==> src/rtl/softmax_seq_ctrl.sv <==
// Sequencer for the I_SOFTMAX datapath: MAX and ACC streaming passes over the row
// buffer, then a NORM pass presenting each element over a valid/ready handshake.
module softmax_seq_ctrl #(
  parameter int ADDR_W = 6,
  parameter int DP_LAT = 3
) (
  input  logic              CLK,
  input  logic              RST_n,
  input  logic              start,
  input  logic [ADDR_W:0]   len,
  input  logic              abort,
  output logic              busy,
  output logic              done,
  output logic              len_err,
  output logic              rd_en,
  output logic [ADDR_W-1:0] rd_addr,
  output logic              sm_clr,
  output logic              EN_max,
  output logic              EN_acc,
  output logic              out_valid,
  input  logic              out_ready,
  output logic [ADDR_W-1:0] out_idx
);

  localparam logic [3:0] S_IDLE = 4'd0;
  localparam logic [3:0] S_CLR  = 4'd1;
  localparam logic [3:0] S_MAX  = 4'd2;
  localparam logic [3:0] S_DRN1 = 4'd3;
  localparam logic [3:0] S_ACC  = 4'd4;
  localparam logic [3:0] S_DRN2 = 4'd5;
  localparam logic [3:0] S_NRD  = 4'd6;
  localparam logic [3:0] S_NWT  = 4'd7;
  localparam logic [3:0] S_NOUT = 4'd8;
  localparam logic [3:0] S_DONE = 4'd9;

  localparam int              WW      = (DP_LAT > 1) ? $clog2(DP_LAT) : 1;
  localparam logic [WW-1:0]   W_LAST  = WW'(DP_LAT - 1);
  localparam logic [WW-1:0]   W_ONE   = WW'(1);
  localparam logic [ADDR_W:0] IDX_ONE = {{ADDR_W{1'b0}}, 1'b1};
  localparam logic [ADDR_W:0] LEN_MAX = {1'b1, {ADDR_W{1'b0}}};

  logic [1:0]      rst_sync;
  logic            rst_n_i;
  logic [3:0]      state_q,   state_d;
  logic [ADDR_W:0] idx_q,     idx_d;
  logic [ADDR_W:0] last_q,    last_d;
  logic [WW-1:0]   wcnt_q,    wcnt_d;
  logic            len_err_q, len_err_d;
  logic            en_max_q,  en_max_d;
  logic            en_acc_q,  en_acc_d;
  logic            len_ok;

  // Reset asserts immediately but releases two clocks after RST_n rises.
  always_ff @(posedge CLK or negedge RST_n) begin
    if (!RST_n) rst_sync <= '0;
    else        rst_sync <= {rst_sync[0], 1'b1};
  end
  assign rst_n_i = rst_sync[1];

  assign len_ok = (len != '0) && (len <= LEN_MAX);

  always_comb begin
    state_d   = state_q;
    idx_d     = idx_q;
    last_d    = last_q;
    wcnt_d    = '0;
    len_err_d = 1'b0;
    case (state_q)
      S_IDLE: begin
        if (start) begin
          if (len_ok) begin
            last_d  = len - IDX_ONE;
            state_d = S_CLR;
          end else begin
            len_err_d = 1'b1;
          end
        end
      end
      S_CLR: begin
        idx_d   = '0;
        state_d = S_MAX;
      end
      S_MAX, S_ACC: begin
        idx_d = idx_q + IDX_ONE;
        if (idx_q == last_q) begin
          idx_d   = '0;
          state_d = (state_q == S_MAX) ? S_DRN1 : S_DRN2;
        end
      end
      S_DRN1, S_DRN2, S_NWT: begin
        if (state_q != S_NWT) idx_d = '0;
        wcnt_d = wcnt_q + W_ONE;
        if (wcnt_q == W_LAST) begin
          wcnt_d = '0;
          case (state_q)
            S_DRN1:  state_d = S_ACC;
            S_DRN2:  state_d = S_NRD;
            default: state_d = S_NOUT;
          endcase
        end
      end
      S_NRD: state_d = S_NWT;
      S_NOUT: begin
        if (out_ready) begin
          if (idx_q == last_q) begin
            state_d = S_DONE;
          end else begin
            idx_d   = idx_q + IDX_ONE;
            state_d = S_NRD;
          end
        end
      end
      S_DONE:  state_d = S_IDLE;
      default: state_d = S_IDLE;
    endcase
    // Abort overrides everything, including a start seen in the same IDLE cycle.
    if (abort) begin
      state_d   = S_IDLE;
      idx_d     = '0;
      wcnt_d    = '0;
      len_err_d = 1'b0;
    end
    en_max_d = (state_q == S_MAX) && !abort;
    en_acc_d = (state_q == S_ACC) && !abort;
  end

  always_ff @(posedge CLK or negedge rst_n_i) begin
    if (!rst_n_i) begin
      state_q   <= S_IDLE;
      idx_q     <= '0;
      last_q    <= '0;
      wcnt_q    <= '0;
      len_err_q <= 1'b0;
      en_max_q  <= 1'b0;
      en_acc_q  <= 1'b0;
    end else begin
      state_q   <= state_d;
      idx_q     <= idx_d;
      last_q    <= last_d;
      wcnt_q    <= wcnt_d;
      len_err_q <= len_err_d;
      en_max_q  <= en_max_d;
      en_acc_q  <= en_acc_d;
    end
  end

  assign busy      = (state_q != S_IDLE) && (state_q != S_DONE);
  assign done      = (state_q == S_DONE);
  assign len_err   = len_err_q;
  assign rd_en     = (state_q == S_MAX) || (state_q == S_ACC) || (state_q == S_NRD);
  assign rd_addr   = rd_en ? idx_q[ADDR_W-1:0] : '0;
  assign sm_clr    = (state_q == S_CLR);
  assign EN_max    = en_max_q;
  assign EN_acc    = en_acc_q;
  assign out_valid = (state_q == S_NOUT);
  assign out_idx   = out_valid ? idx_q[ADDR_W-1:0] : '0;

endmodule

==> config.mk <==
export PLATFORM = sky130hd
export DESIGN_NAME = softmax_seq_ctrl
export DESIGN_NICKNAME = d
export VERILOG_FILES = /design/src/rtl/softmax_seq_ctrl.sv
export SDC_FILE = /design/constraint.sdc
export NUM_CORES = 1
export LEC_CHECK = 0
export ABC_AREA = 1
export CAP_MARGIN = 30
export CORE_AREA = 5 5 73 55
export DETAILED_ROUTE_END_ITERATION = 6
export DIE_AREA = 0 0 78 60
export PLACE_DENSITY = 0.81
export REMOVE_ABC_BUFFERS = 1
export SLEW_MARGIN = 20
export SYNTH_ARGS = -nofsm -noshare
export SYNTH_HDL_FRONTEND = slang
export SYNTH_SLANG_ARGS = --single-unit
export TNS_END_PERCENT = 1
==> constraint.sdc <==
create_clock -name CLK -period 3.6 [get_ports CLK]
set_input_delay 0.72 -clock CLK [delete_from_list [all_inputs] [get_ports CLK]]
set_output_delay 0.72 -clock CLK [all_outputs]
set_load 0.05 [all_outputs]
# Yosys cells after proc, flatten, opt, wreduce, memory -nomap -nowiden
# Index checks and enable logic that the tools add are counted.
[totals]
wordCells = 73
ff_bits = 25
[classes]
addsub = 3
n_reduce_logical = 16
muxes = 25
magnitude_cmp = 1
n_eq_ne = 20
[op_table]
columns = ["operator", "n"]
rows = [
  ["$mux 7", 5],
  ["$mux 4", 7],
  ["$pmux 7 s4", 1],
  ["$pmux 4 s6", 1],
  ["$ne 3x3->1 const B", 6],
  ["$eq 4x3->1 const B", 4],
  ["$mux 6", 2],
  ["$eq 4x2->1 const B", 2],
  ["$eq 4x4->1 const B", 2],
  ["$pmux 4 s2", 1],
  ["$add 7x1->7 const B", 1],
  ["$eq 7x7->1", 1],
  ["$le 7x7->1 const B", 1],
  ["$reduce_bool 7->1", 1],
  ["$sub 7x1->7 const B", 1],
  ["$mux 2", 3],
  ["$reduce_and 5->1", 1],
  ["$reduce_bool 5->1", 1],
  ["$eq 4x1->1 const B", 1],
  ["$logic_and 1x1->1", 4],
  ["$logic_not 4->1", 1],
  ["$mux 1", 4],
  ["$ne 4x3->1 const B", 1],
  ["$ne 4x4->1 const B", 1],
  ["other kinds (11)", 12],
]

# Depth between registers and ports, before layout
[depth]
word_depth = 6
mapped_depth = 13
depth_no_buf = 12

# Worst setup path after synthesis
# OpenSTA, ideal clock, no wires.
[synth_path]
kind = "reg2out"
from = "reg state_q[1]"
to = "out busy"
arrival_ns = 2.266
path_buffers = 0
stages_incl_launch_ff = 5
setup_slack_ns = 0.614
required_ns = 2.880
cell_sequence = "dfrtp_1 -> inv_1 -> nand2_1 -> nor3_1 -> nor2_1"
[synth_via]
elab_chain_cells = 2
elab_cells_between_ends = 3
[synth_lines]
columns = ["element", "line", "source"]
rows = [
  ["from (decl)", "44", "logic [3:0] state_q, state_d;"],
  ["from (signal assigned)", "137", "state_q <= state_d;"],
  ["$ne 4x4->1 / $reduce_bool 4->1 (equally long branches)", "147", "assign busy = (state_q != S_IDLE) && (state_q != S_DONE);"],
  ["$logic_and 1x1->1 *", "147", ""],
  ["to (decl)", "12", "output logic busy,"],
]
# Mark *: on every way between the ends. The rest lies on a longest branch, timed or not.

# Final worst setup path
[layout_path]
from = "reg state_q[0]"
to = "out rd_addr[0]"
[layout_via]
elab_chain_cells = 4
elab_cells_between_ends = 6
[layout_lines]
columns = ["element", "line", "source"]
rows = [
  ["$eq 4x2->1 / $eq 4x3->1 (equally long branches)", "150", "assign rd_en = (state_q == S_MAX) || (state_q == S_ACC) || (state_q == S_NRD);"],
  ["$logic_or 1x1->1", "150", ""],
  ["$logic_or 1x1->1 *", "150", ""],
  ["$mux 6 *", "151", "assign rd_addr = rd_en ? idx_q[ADDR_W-1:0] : '0;"],
  ["to (decl)", "16", "output logic [ADDR_W-1:0] rd_addr,"],
]
# Marked as above.

==> PnR_summary.wiki <==
{| class="wikitable"
! Metric !! Value
|-
| Post-route non-filler standard cell count || 316
|-
| Number of search-and-repair iterations in the first detailed-routing pass || 4
|-
| Number of fill cells || 301
|-
| GRT Total Usage || 18.17%
|-
| Maximum achievable frequency || 0.3102 GHz
|-
| Cell family contributing the most delay on the critical path || simple AND/OR/NAND/NOR gates
|-
| DIE WIDTH || 78 um
|-
| Part of the Yosys area used for sequential elements || 35.89%
|-
| Worst-case hold slack || 0.2504 ns
|-
| Crit-path max cell delay || 0.72 ns
|-
| Initial antenna violation count || 0
|-
| Max-slew headroom || 62.17%
|-
| Initial Util || 52.65%
|-
| Top FF cell, synth || sky130_fd_sc_hd__dfrtp_1
|-
| Post-synth EDFFs || 0
|-
| Clock slew at reported path FFs || 0.09 ns
|-
| Critical Path Slowest Stage Cell || sky130_fd_sc_hd__clkdlybuf4s50_1
|-
| Routed wire length || 3970 um
|-
| Number of global-route vias before repair || 1464
|-
| Yosys warns || 0
|-
| Biggest area consumer among synthesized cells || sky130_fd_sc_hd__dfrtp_1
|-
| Top cells by instance count after synthesis || 65 x sky130_fd_sc_hd__nand2_1, 31 x sky130_fd_sc_hd__nor2_1, 27 x sky130_fd_sc_hd__inv_1, 25 x sky130_fd_sc_hd__dfrtp_1, 25 x sky130_fd_sc_hd__nand3_1
|-
| Class of the most critical setup path || reg -> out
|-
| Area enclosed by the die boundary || 4680 sq um
|-
| Detailed Place HPWL || 3045 um
|-
| Clock tree from TritonCTS || built
|-
| Largest net degree at the start of global routing || 24
|-
| Slew Limit Fails || 0
|-
| Deepest level of the CTS H-tree || 1
|-
| Average wire per standard cell || 12.56 um
|-
| Required time of the critical path || 2.88 ns
|-
| Antenna diode count || 0
|-
| Top post-synthesis cells by area || sky130_fd_sc_hd__dfrtp_1 36%, sky130_fd_sc_hd__nand2_1 14%, sky130_fd_sc_hd__nand3_1 7.2%, sky130_fd_sc_hd__nor2_1 6.7%, sky130_fd_sc_hd__inv_1 5.8%
|-
| Crit path buf inv count || 2
|-
| Fraction of final layout cells with drive strength greater than 1 || 9.420%
|-
| Portion of synthesized cell area occupied by the leading cell type || 35.89%
|-
| Final core occ || 63.04%
|-
| Max-capacitance violation count || 0
|-
| Clock tree root buffer cell || sky130_fd_sc_hd__clkbuf_8
|-
| Gate count of the mapped netlist || 249
|-
| Worst Tran Pin Value || 0.5653 ns
|-
| LEAKAGE || 1.031 nW
|-
| Later-pin clock latency in the skew report || 0.28 ns
|-
| Cell Count Post-Placement || 312
|-
| Cell with the most instances after synthesis || sky130_fd_sc_hd__nand2_1
|-
| Top-level port count || 32
|-
| Sum of overflow across all layers after global routing || 0
|-
| Type of the tightest min-delay check || reg -> async
|-
| Core area || 3311 sq um
|-
| Post-synthesis async set-or-reset flop share || 100.0%
|-
| CP Launch Type || flip-flop
|-
| Number of design rule violations left after detail routing || 0
|-
| Total power density per cell area || 575.9 nW/um^2
|-
| Global placer's final weighted congestion || 0.8479
|-
| Count of hold buffers inserted by post-cts repair || 0
|-
| Number of DRC markers in iteration 0 || 140
|-
| P&R area growth vs syn || 19.74%
|-
| Post-synthesis instance area || 1743 sq um
|-
| Number of vias per cell after detailed routing || 5.234
|-
| Setup violation total in the final timing report || 0
|-
| Final worst clock skew || 0.003462 ns
|-
| Number of buffers inserted during clock tree synthesis || 3
|-
| Max clock buf depth || 2
|-
| Resized Gates After CTS || 0
|-
| Final critical-path share of the clock period || 89.55%
|-
| Worst endpoint data arrival time || 2.50 ns
|-
| CP endpoint kind || primary output
|-
| Critical path fanouts, max || 11
|-
| Synth Area per Inst || 7.000 sq um
|-
| Maximum VDD drop || 0.3881 mV
|-
| Buffers added on ports || 31
|-
| Number of buffers inserted by post-CTS setup repair || 0
|-
| TritonCTS Sinks || 25
|-
| Total via count after detailed routing || 1654
|-
| Vertical die dimension || 60 um
|-
| Worst path cell trace || inv_1 -> nand3_1 -> nand2_2 -> nor2_1 -> nor2_1 -> clkdlybuf4s50_1
|-
| PnR Total Power || 1.202 mW
|-
| Number of standard-cell rows in the floorplan || 18
|-
| Remaining antenna violation count after routing || 0
|-
| Wire length of the first global-routing pass || 6706 um
|-
| Fin nets || 291
|-
| RSZ-0062 raised after global routing || false
|-
| Number of failing hold endpoints at the final stage || 0
|-
| Count of state elements after synthesis || 25
|-
| Distinct cell type count after synthesis || 28
|-
| Most frequent cell on the critical path || sky130_fd_sc_hd__nor2_1
|-
| Summed negative setup slack over all endpoints || 0 ns
|-
| Crit path time final || 3.224 ns
|-
| Status || complete, no violations
|}
where the power goes:
part           switching [mW]  internal, mW
Combinational           0.418         0.205
Clock                  0.0972        0.0778
Sequential             0.0673         0.337
Total                   0.582         0.619
path summary, 6_finish.rpt:
check / endpoint / depth (start not counted) / startpoint / slack, ns
worst max register to register: idx_q[0] / 8 / state_q[0] / 1.58
min in group CLK: rst_sync[1] / 0 / rst_sync[0] / 0.36
worst min-delay path: last_q[2] / 0 / rst_sync[1] / 0.25
worst min register to register: last_q[2] / 0 / rst_sync[1] / 0.25
worst max-delay path: rd_addr[0] / 6 / state_q[0] / 0.38
max in group asynchronous: rst_sync[1] / 1 / RST_n / 2.88
layout by cell type (no fill, tap or decap):
master,count
sky130_fd_sc_hd__xor2_1,2
sky130_fd_sc_hd__clkinv_2,1
sky130_fd_sc_hd__nand3_2,2
sky130_fd_sc_hd__dfrtp_1,24
sky130_fd_sc_hd__nor2_8,1
sky130_fd_sc_hd__nand2_1,65
sky130_fd_sc_hd__clkdlybuf4s50_1,31
sky130_fd_sc_hd__inv_1,27
sky130_fd_sc_hd__a21oi_1,7
sky130_fd_sc_hd__o21bai_1,1
sky130_fd_sc_hd__xnor2_1,7
sky130_fd_sc_hd__dfrtp_2,1
sky130_fd_sc_hd__nand2_4,2
sky130_fd_sc_hd__o211ai_1,1
sky130_fd_sc_hd__o21a_1,1
sky130_fd_sc_hd__nand3_1,25
sky130_fd_sc_hd__nor2_1,31
sky130_fd_sc_hd__nand2_2,6
sky130_fd_sc_hd__nor3_1,3
sky130_fd_sc_hd__conb_1,1
sky130_fd_sc_hd__inv_2,7
sky130_fd_sc_hd__nand4_1,5
sky130_fd_sc_hd__nor2_4,2
sky130_fd_sc_hd__o21bai_4,1
sky130_fd_sc_hd__o21ai_0,12
sky130_fd_sc_hd__o21ai_1,3
sky130_fd_sc_hd__nor4_1,2
sky130_fd_sc_hd__ha_1,2
sky130_fd_sc_hd__clkbuf_8,3
logic make-up (layout without fill, tap and decap cells):
logic type,Yosys count,after routing,share of synthesized area [%]
adder cells (fa/ha/maj),2,2,1.436
buffers and inverters,42,69,10.98
other,1,1,0.2152
AO/OA/AOI/OAI,26,26,8.687
flip-flops,25,25,35.89
XOR/XNOR,9,9,4.523
AND/OR/NAND/NOR,144,144,38.26
cell type report:
cell class,count,area (sq um),area share (%)
well taps,40,50.05,2.398
clock buffers,3,41.29,1.978
inverters,34,127.6,6.115
multi-input cells,182,925.9,44.36
flip-flops and latches,25,626.9,30.04
repair buffers,31,310.3,14.87
clock inverters,1,5.005,0.2398
per-layer routing:
metal  vias up  global-route usage, %  share of wire, %
met3         5                  4.669               7.4
met2        58                  29.25                43
met1       754                  23.83                48
met5         -                      0                 0
li1        837                      -                 -
met4         0                  6.747               1.4
sequential cells by signal (all words and copies together), names as in the netlist:
register and flops:
EN_acc 1, EN_max 1, idx_q 7, last_q 7, len_err 1, rst_sync 2
state_q 4, wcnt_q 2
stage by stage:
stage	setup slack, ns	area (sq um)
6_report	0.3762	2087
5_1_grt	0.2019	2087
4_1_cts	0.4105	2086
3_5_place_dp	0.7328	2039
3_3_place_gp	0.7128	2039
2_1_floorplan	0.6073	1679
Note: power is estimated with default switching activity, not from simulation.
